## config.mk

```make
export PLATFORM = sky130hd
export DESIGN_NAME = serial_adder
export DESIGN_NICKNAME = d
export VERILOG_FILES = /design/src/rtl/serial_adder.sv
export SDC_FILE = /design/constraint.sdc
export NUM_CORES = 1
export LEC_CHECK = 0
export CAP_MARGIN = 20
export CORE_MARGIN = 8
export CORE_UTILIZATION = 55
export CTS_BUF_LIST = sky130_fd_sc_hd__clkbuf_8
export DETAILED_ROUTE_END_ITERATION = 10
export MAX_ROUTING_LAYER = met4
export PLACE_DENSITY = 0.82
export SYNTH_ARGS = -nofsm -noshare
export SYNTH_HDL_FRONTEND = slang
export SYNTH_HIERARCHICAL = 1
export SYNTH_SLANG_ARGS = --single-unit
```

## constraint.sdc

```tcl
create_clock -name clk -period 2.97 [get_ports clk]
set_clock_uncertainty 0.2 [all_clocks]
set_input_delay 0.7425 -clock clk [delete_from_list [all_inputs] [get_ports clk]]
set_output_delay 0.7425 -clock clk [all_outputs]
set_load 0.02 [all_outputs]
```

## src/rtl/serial_adder.sv

```systemverilog
// Bit-serial adder: adds two WIDTH-bit operands LSB-first, one bit per clock,
// around a single full_adder cell with a registered carry and start/busy/done handshake.

module full_adder (
  input  logic a,
  input  logic b,
  input  logic ci,
  output logic s,
  output logic co
);
  assign s  = a ^ b ^ ci;
  assign co = (a & b) | (ci & (a ^ b));
endmodule

module serial_adder #(
  parameter int WIDTH = 8
) (
  input  logic             clk,
  input  logic             rst,
  input  logic             start,
  input  logic [WIDTH-1:0] a,
  input  logic [WIDTH-1:0] b,
  input  logic             cin,
  output logic             busy,
  output logic             done,
  output logic [WIDTH-1:0] sum,
  output logic             cout
);
  localparam int CNT_W = $clog2(WIDTH);
  localparam logic [CNT_W-1:0] LAST = CNT_W'(WIDTH - 1);

  typedef enum logic [1:0] {IDLE, RUN, DONE} state_t;

  state_t             state_q, state_d;
  logic [WIDTH-1:0]   a_sh_q, a_sh_d;
  logic [WIDTH-1:0]   b_sh_q, b_sh_d;
  logic [WIDTH-1:0]   res_q, res_d;
  logic [WIDTH-1:0]   sum_q, sum_d;
  logic               carry_q, carry_d;
  logic               cout_q, cout_d;
  logic [CNT_W-1:0]   cnt_q, cnt_d;
  logic               fa_s, fa_co;

  full_adder u_fa (
    .a  (a_sh_q[0]),
    .b  (b_sh_q[0]),
    .ci (carry_q),
    .s  (fa_s),
    .co (fa_co)
  );

  always_comb begin
    state_d = state_q;
    a_sh_d  = a_sh_q;
    b_sh_d  = b_sh_q;
    res_d   = res_q;
    sum_d   = sum_q;
    carry_d = carry_q;
    cout_d  = cout_q;
    cnt_d   = cnt_q;
    case (state_q)
      IDLE: begin
        if (start) begin
          a_sh_d  = a;
          b_sh_d  = b;
          carry_d = cin;
          cnt_d   = '0;
          state_d = RUN;
        end
      end
      RUN: begin
        // Sum bits enter at the MSB so the LSB-first result lands aligned after WIDTH shifts.
        res_d   = {fa_s, res_q[WIDTH-1:1]};
        carry_d = fa_co;
        a_sh_d  = a_sh_q >> 1;
        b_sh_d  = b_sh_q >> 1;
        if (cnt_q == LAST) begin
          sum_d   = res_d;
          cout_d  = fa_co;
          state_d = DONE;
        end else begin
          cnt_d = cnt_q + CNT_W'(1);
        end
      end
      DONE: state_d = IDLE;
      default: state_d = IDLE;
    endcase
  end

  always_ff @(posedge clk) begin
    if (rst) begin
      state_q <= IDLE;
      a_sh_q  <= '0;
      b_sh_q  <= '0;
      res_q   <= '0;
      sum_q   <= '0;
      carry_q <= 1'b0;
      cout_q  <= 1'b0;
      cnt_q   <= '0;
    end else begin
      state_q <= state_d;
      a_sh_q  <= a_sh_d;
      b_sh_q  <= b_sh_d;
      res_q   <= res_d;
      sum_q   <= sum_d;
      carry_q <= carry_d;
      cout_q  <= cout_d;
      cnt_q   <= cnt_d;
    end
  end

  assign busy = (state_q == RUN);
  assign done = (state_q == DONE);
  assign sum  = sum_q;
  assign cout = cout_q;
endmodule

```

# Word-level counts from Yosys, hierarchy flattened
# Cells that the tools add are included.
dict set report word_totals {
  register_bits 39
  in_bits 20
  output_inout_bits 11
  word_cells 38
}
dict set report op_classes {
  addsub 1
  n_eq_ne 6
  mux 12
  bitwise 5
  n_reduce_logical 6
}
# operator count
set op_table {}
lappend op_table {{$pmux 8 s2} 2}
lappend op_table {{$mux 8} 2}
lappend op_table {{$mux 3} 2}
lappend op_table {{$pmux 3 s2} 1}
lappend op_table {{$reduce_and 2->1} 3}
lappend op_table {{$mux 2} 2}
lappend op_table {{$ne 2x2->1 const B} 2}
lappend op_table {{$pmux 2 s2} 1}
lappend op_table {{$add 3x1->3 const B} 1}
lappend op_table {{$eq 3x3->1 const B} 1}
lappend op_table {{$reduce_and 3->1} 1}
lappend op_table {{$and 1x1->1} 2}
lappend op_table {{$eq 2x1->1 const B} 1}
lappend op_table {{$eq 2x2->1 const B} 1}
lappend op_table {{$logic_not 2->1} 1}
lappend op_table {{$ne 2x1->1 const B} 1}
lappend op_table {{$pmux 1 s2} 1}
lappend op_table {{$reduce_bool 2->1} 1}
lappend op_table {{$xor 1x1->1} 2}
lappend op_table {{$mux 1} 1}
lappend op_table {{$or 1x1->1} 1}

# Logic depth before layout (Yosys ltp)
dict set report depth {
  depth_word 4
  depth_mapped 7
  mapped_depth_nobuf 5
}

# By module
# The synthesis kept the hierarchy.
# mod instances cells_each area_per_inst_um2 seq_area_each_um2
set by_module_without_submodules {}
lappend by_module_without_submodules {serial_adder 1 176 1776.7 760.7}
lappend by_module_without_submodules {full_adder 1 1 20.0 0.0}

# Worst setup path after synthesis
# No wires, ideal clock.
dict set report synth_timing {
  path_type {reg-to-output}
  startpoint {reg state_q[0]}
  endpoint {out done}
  t_arrival_ps 877
  t_required_ps 2027
  path_slack_ps 1151
  path_stages_with_launch 4
  path_buffers 2
  path_cell_list {dfxtp_1 -> buf_6 -> buf_6 -> nor2b_1}
}
dict set report synth_between {
  elab_chain_len 1
}
# item line
set synth_lines {}
lappend synth_lines {{from (decl)} 34} ;# state_t state_q, state_d;
lappend synth_lines {{from (signal assigned)} 101} ;# state_q <= state_d;
lappend synth_lines {{$eq 2x2->1} 113} ;# assign done = (state_q == DONE);
lappend synth_lines {{to (decl)} 25} ;# output logic done,
# No other way between the ends.

# Final worst setup path
dict set report layout_timing {
  startpoint {reg state_q[1]}
  endpoint {out busy}
}
dict set report layout_between {
  elab_chain_len 1
}
# item line
set layout_lines {}
lappend layout_lines {{$eq 2x1->1} 112} ;# assign busy = (state_q == RUN);
lappend layout_lines {{to (decl)} 24} ;# output logic busy,
# No other way between the ends.

==> key figures <==
Power and ir drop
  • Total power: 1.14 mW
  • Leakage: 0.742 nW
  • Maximum vdd drop: 0.483 mV
  • Pwr/cell area: 532 mW/mm2

GRT
  • Global Route Usage Sum: 0.144
  • Grt total ovfl: 0
  • Vias in the first global route: 1367
  • Largest net degree at the start of global routing: 39
  • First-pass GRT wire length: 5830 um
  • Antenna violations before repair: 0

STA
  • Slew headroom: 0.631
  • Setup_tns: 0 ps
  • Fmax: 376 MHz
  • Fin Hold WS: 258 ps
  • Setup Viol. Count Final: 0
  • Worst-margin pin slew: 553 ps
  • RSZ-0062 raised after global routing: no
  • Final-report hold violation count: 0
  • Final max-slew violation count: 0
  • Minimum clock period: 2660 ps
  • Final worst path period share: 0.896

Finish
  • Final nets: 225
  • Register area: 761 um2
  • # diodes: 0
  • Fillers: 245
  • Share of cells above drive strength 1: 0.233
  • Synth-to-Final Area Change: 18.9%
  • Multi-input logic area: 873 um2

Clock network
  • Worst-skew pair later-pin latency: 290 ps
  • Clock sink count: 38
  • Post-CTS sizing: 0
  • Worst-path clk slew: 70 ps
  • CTS tree: built
  • Clock Path Buffers: 2
  • Root Buffer: clkbuf_8
  • Post-CTS Setup Repair Bufs: 0
  • CTS Hold Buffers Added: 0
  • Max H-tree Level: 2
  • Num CTS Buffers: 5

Critical path
  • WS Path Type: reg2out
  • Start point of the critical path: state_q[1]
  • WP data required: 2030 ps
  • Worst R2R Start: state_q[0]
  • WP data arrival: 1720 ps
  • Crit path max fanout: 17
  • Max stage delay on crit path: 570 ps
  • Crit path cell chain: nand2b_4 > clkinv_4 > clkdlybuf4s50_1
  • Startpoint Class: register
  • Critical Path End Type: output port
  • CP max stage cell: clkdlybuf4s50_1

Synth
  • Synthesized area per cell: 10.2 um2
  • Syn nets: 200
  • Synth top cells by count: 38 x dfxtp_1, 26 x nand2_1, 16 x mux2i_1
  • Cell area after synthesis: 0.00180 mm2
  • Synth Register Bits: 38
  • Cell accounting for the most synthesized area: dfxtp_1
  • Prevailing post-synth register cell: dfxtp_1
  • Yosys warning count: 6
  • Yosys cell types: 31
  • Post-synthesis sequential area ratio: 0.423
  • Fraction of registers with async set/reset: 0
  • Count leader, synth: dfxtp_1
  • Area contributors post-synth: dfxtp_1 42%, a211oi_2 10%, mux2i_1 8.9%, nand2_1 5.4%, nor2_2 5.2%
  • Syn Inst Count: 177
  • EDFF count, synth: 0
  • Synth top area share: 0.423

Die
  • Die Span Y: 73.2 um
  • # rows: 20
  • Core area: 0.00308 mm2
  • Die Area: 0.00535 mm2
  • Initial Util: 0.584
  • Ports: 31
  • Die W: 73.2 um

Run
  • Max-cap violation count: 0

Routing
  • DRT Pass-1 Iters: 4
  • DRT iter0 DRCs: 76
  • Vias per cell: 5.32
  • Final wirelength: 3420 um
  • Residual DRC: 0
  • Vias: 1308
  • DR WL/cell: 13.9 um
  • Number of routed nets with antenna violations: 0

Placement
  • Port buffer count: 30
  • DP HPWL: 2410 um
  • Placer Congestion: 0.809

Min path
  • Worst hold path class: reg2reg
  • Hold_sp: sum[4]

Status
  • Status: complete, no violations
-- critical path, delay by kind of cell (launching register included) --
kind / cells / cell delay [ps]
buffers and inverters: 2 / 700
DFF: 1 / 480
and+or+nand+nor: 1 / 250
-- power breakdown --
group | switching (mW) | leakage, nW | total (mW) | internal, mW
logic | 0.0723 | 0.373 | 0.142 | 0.0697
clock network | 0.175 | 0.0573 | 0.444 | 0.269
registers | 0.0180 | 0.311 | 0.552 | 0.534
-- through the flow --
| step | instances | utilization | setup WS [ps] | cell area [um2] |
|---|---|---|---|---|
| 2_1_floorplan | 177 | - | 1150 | 1800 |
| 3_3_place_gp | 239 | 0.658 | 665 | 2020 |
| 3_5_place_dp | 239 | 0.658 | 629 | 2020 |
| 4_1_cts | 246 | 0.694 | 295 | 2140 |
| 5_1_grt | 246 | 0.694 | 232 | 2140 |
| 6_report | 246 | 0.694 | 308 | 2140 |
-- sequential cells by signal, indices dropped and copies added (netlist names) --
register,count
cout,1
sum,8
state_q,2
b_sh_q,8
carry_q,1
a_sh_q,8
cnt_q,3
res_q,7
-- final cells by class --
class / count / share of cell area
Multi-Input combinational cell: 122 / 0.409
Clock buffer: 6 / 0.0386
Inverter: 2 / 0.00585
Tap cell: 44 / 0.0258
Timing Repair Buffer: 33 / 0.151
Clock inverter: 1 / 0.0141
Sequential cell: 38 / 0.356
-- per-layer routing --
| metal | wire length (um) | global-route usage |
|---|---|---|
| met5 | 0 | - |
| met4 | 84 | 0.0800 |
| met2 | 1720 | 0.239 |
| met1 | 1440 | 0.143 |
| met3 | 171 | 0.0549 |
-- cells by family after synthesis --
group,synth area share
muxes,0.0891
and+or+nand+nor,0.184
adders and majority gates,0.0251
AOI/OAI and AO/OA,0.188
buffers and inverters,0.0905
DFF,0.423
-- final timing paths --
path | endpoint | slack [ps] | depth (start not counted)
max | busy | 310 | 3
min | sum[4] | 260 | 2
max reg2reg | b_sh_q[5] | 1040 | 4
min reg2reg | sum[4] | 260 | 2
-- cell usage in the layout, fill, tap and decap left out, types with 2 or more instances in the layout --
master	instances
dfxtp_1	38
mux2i_1	16
nand3_1	11
clkdlybuf4s50_1	30
nor2_2	15
a21oi_1	15
nand3_2	2
buf_4	3
a31oi_1	3
a211oi_2	15
nor2_1	4
a21oi_2	2
ha_1	2
a22oi_1	2
nand2_1	26
clkbuf_8	6
No activity file was read; power rests on OpenSTA's default activity.
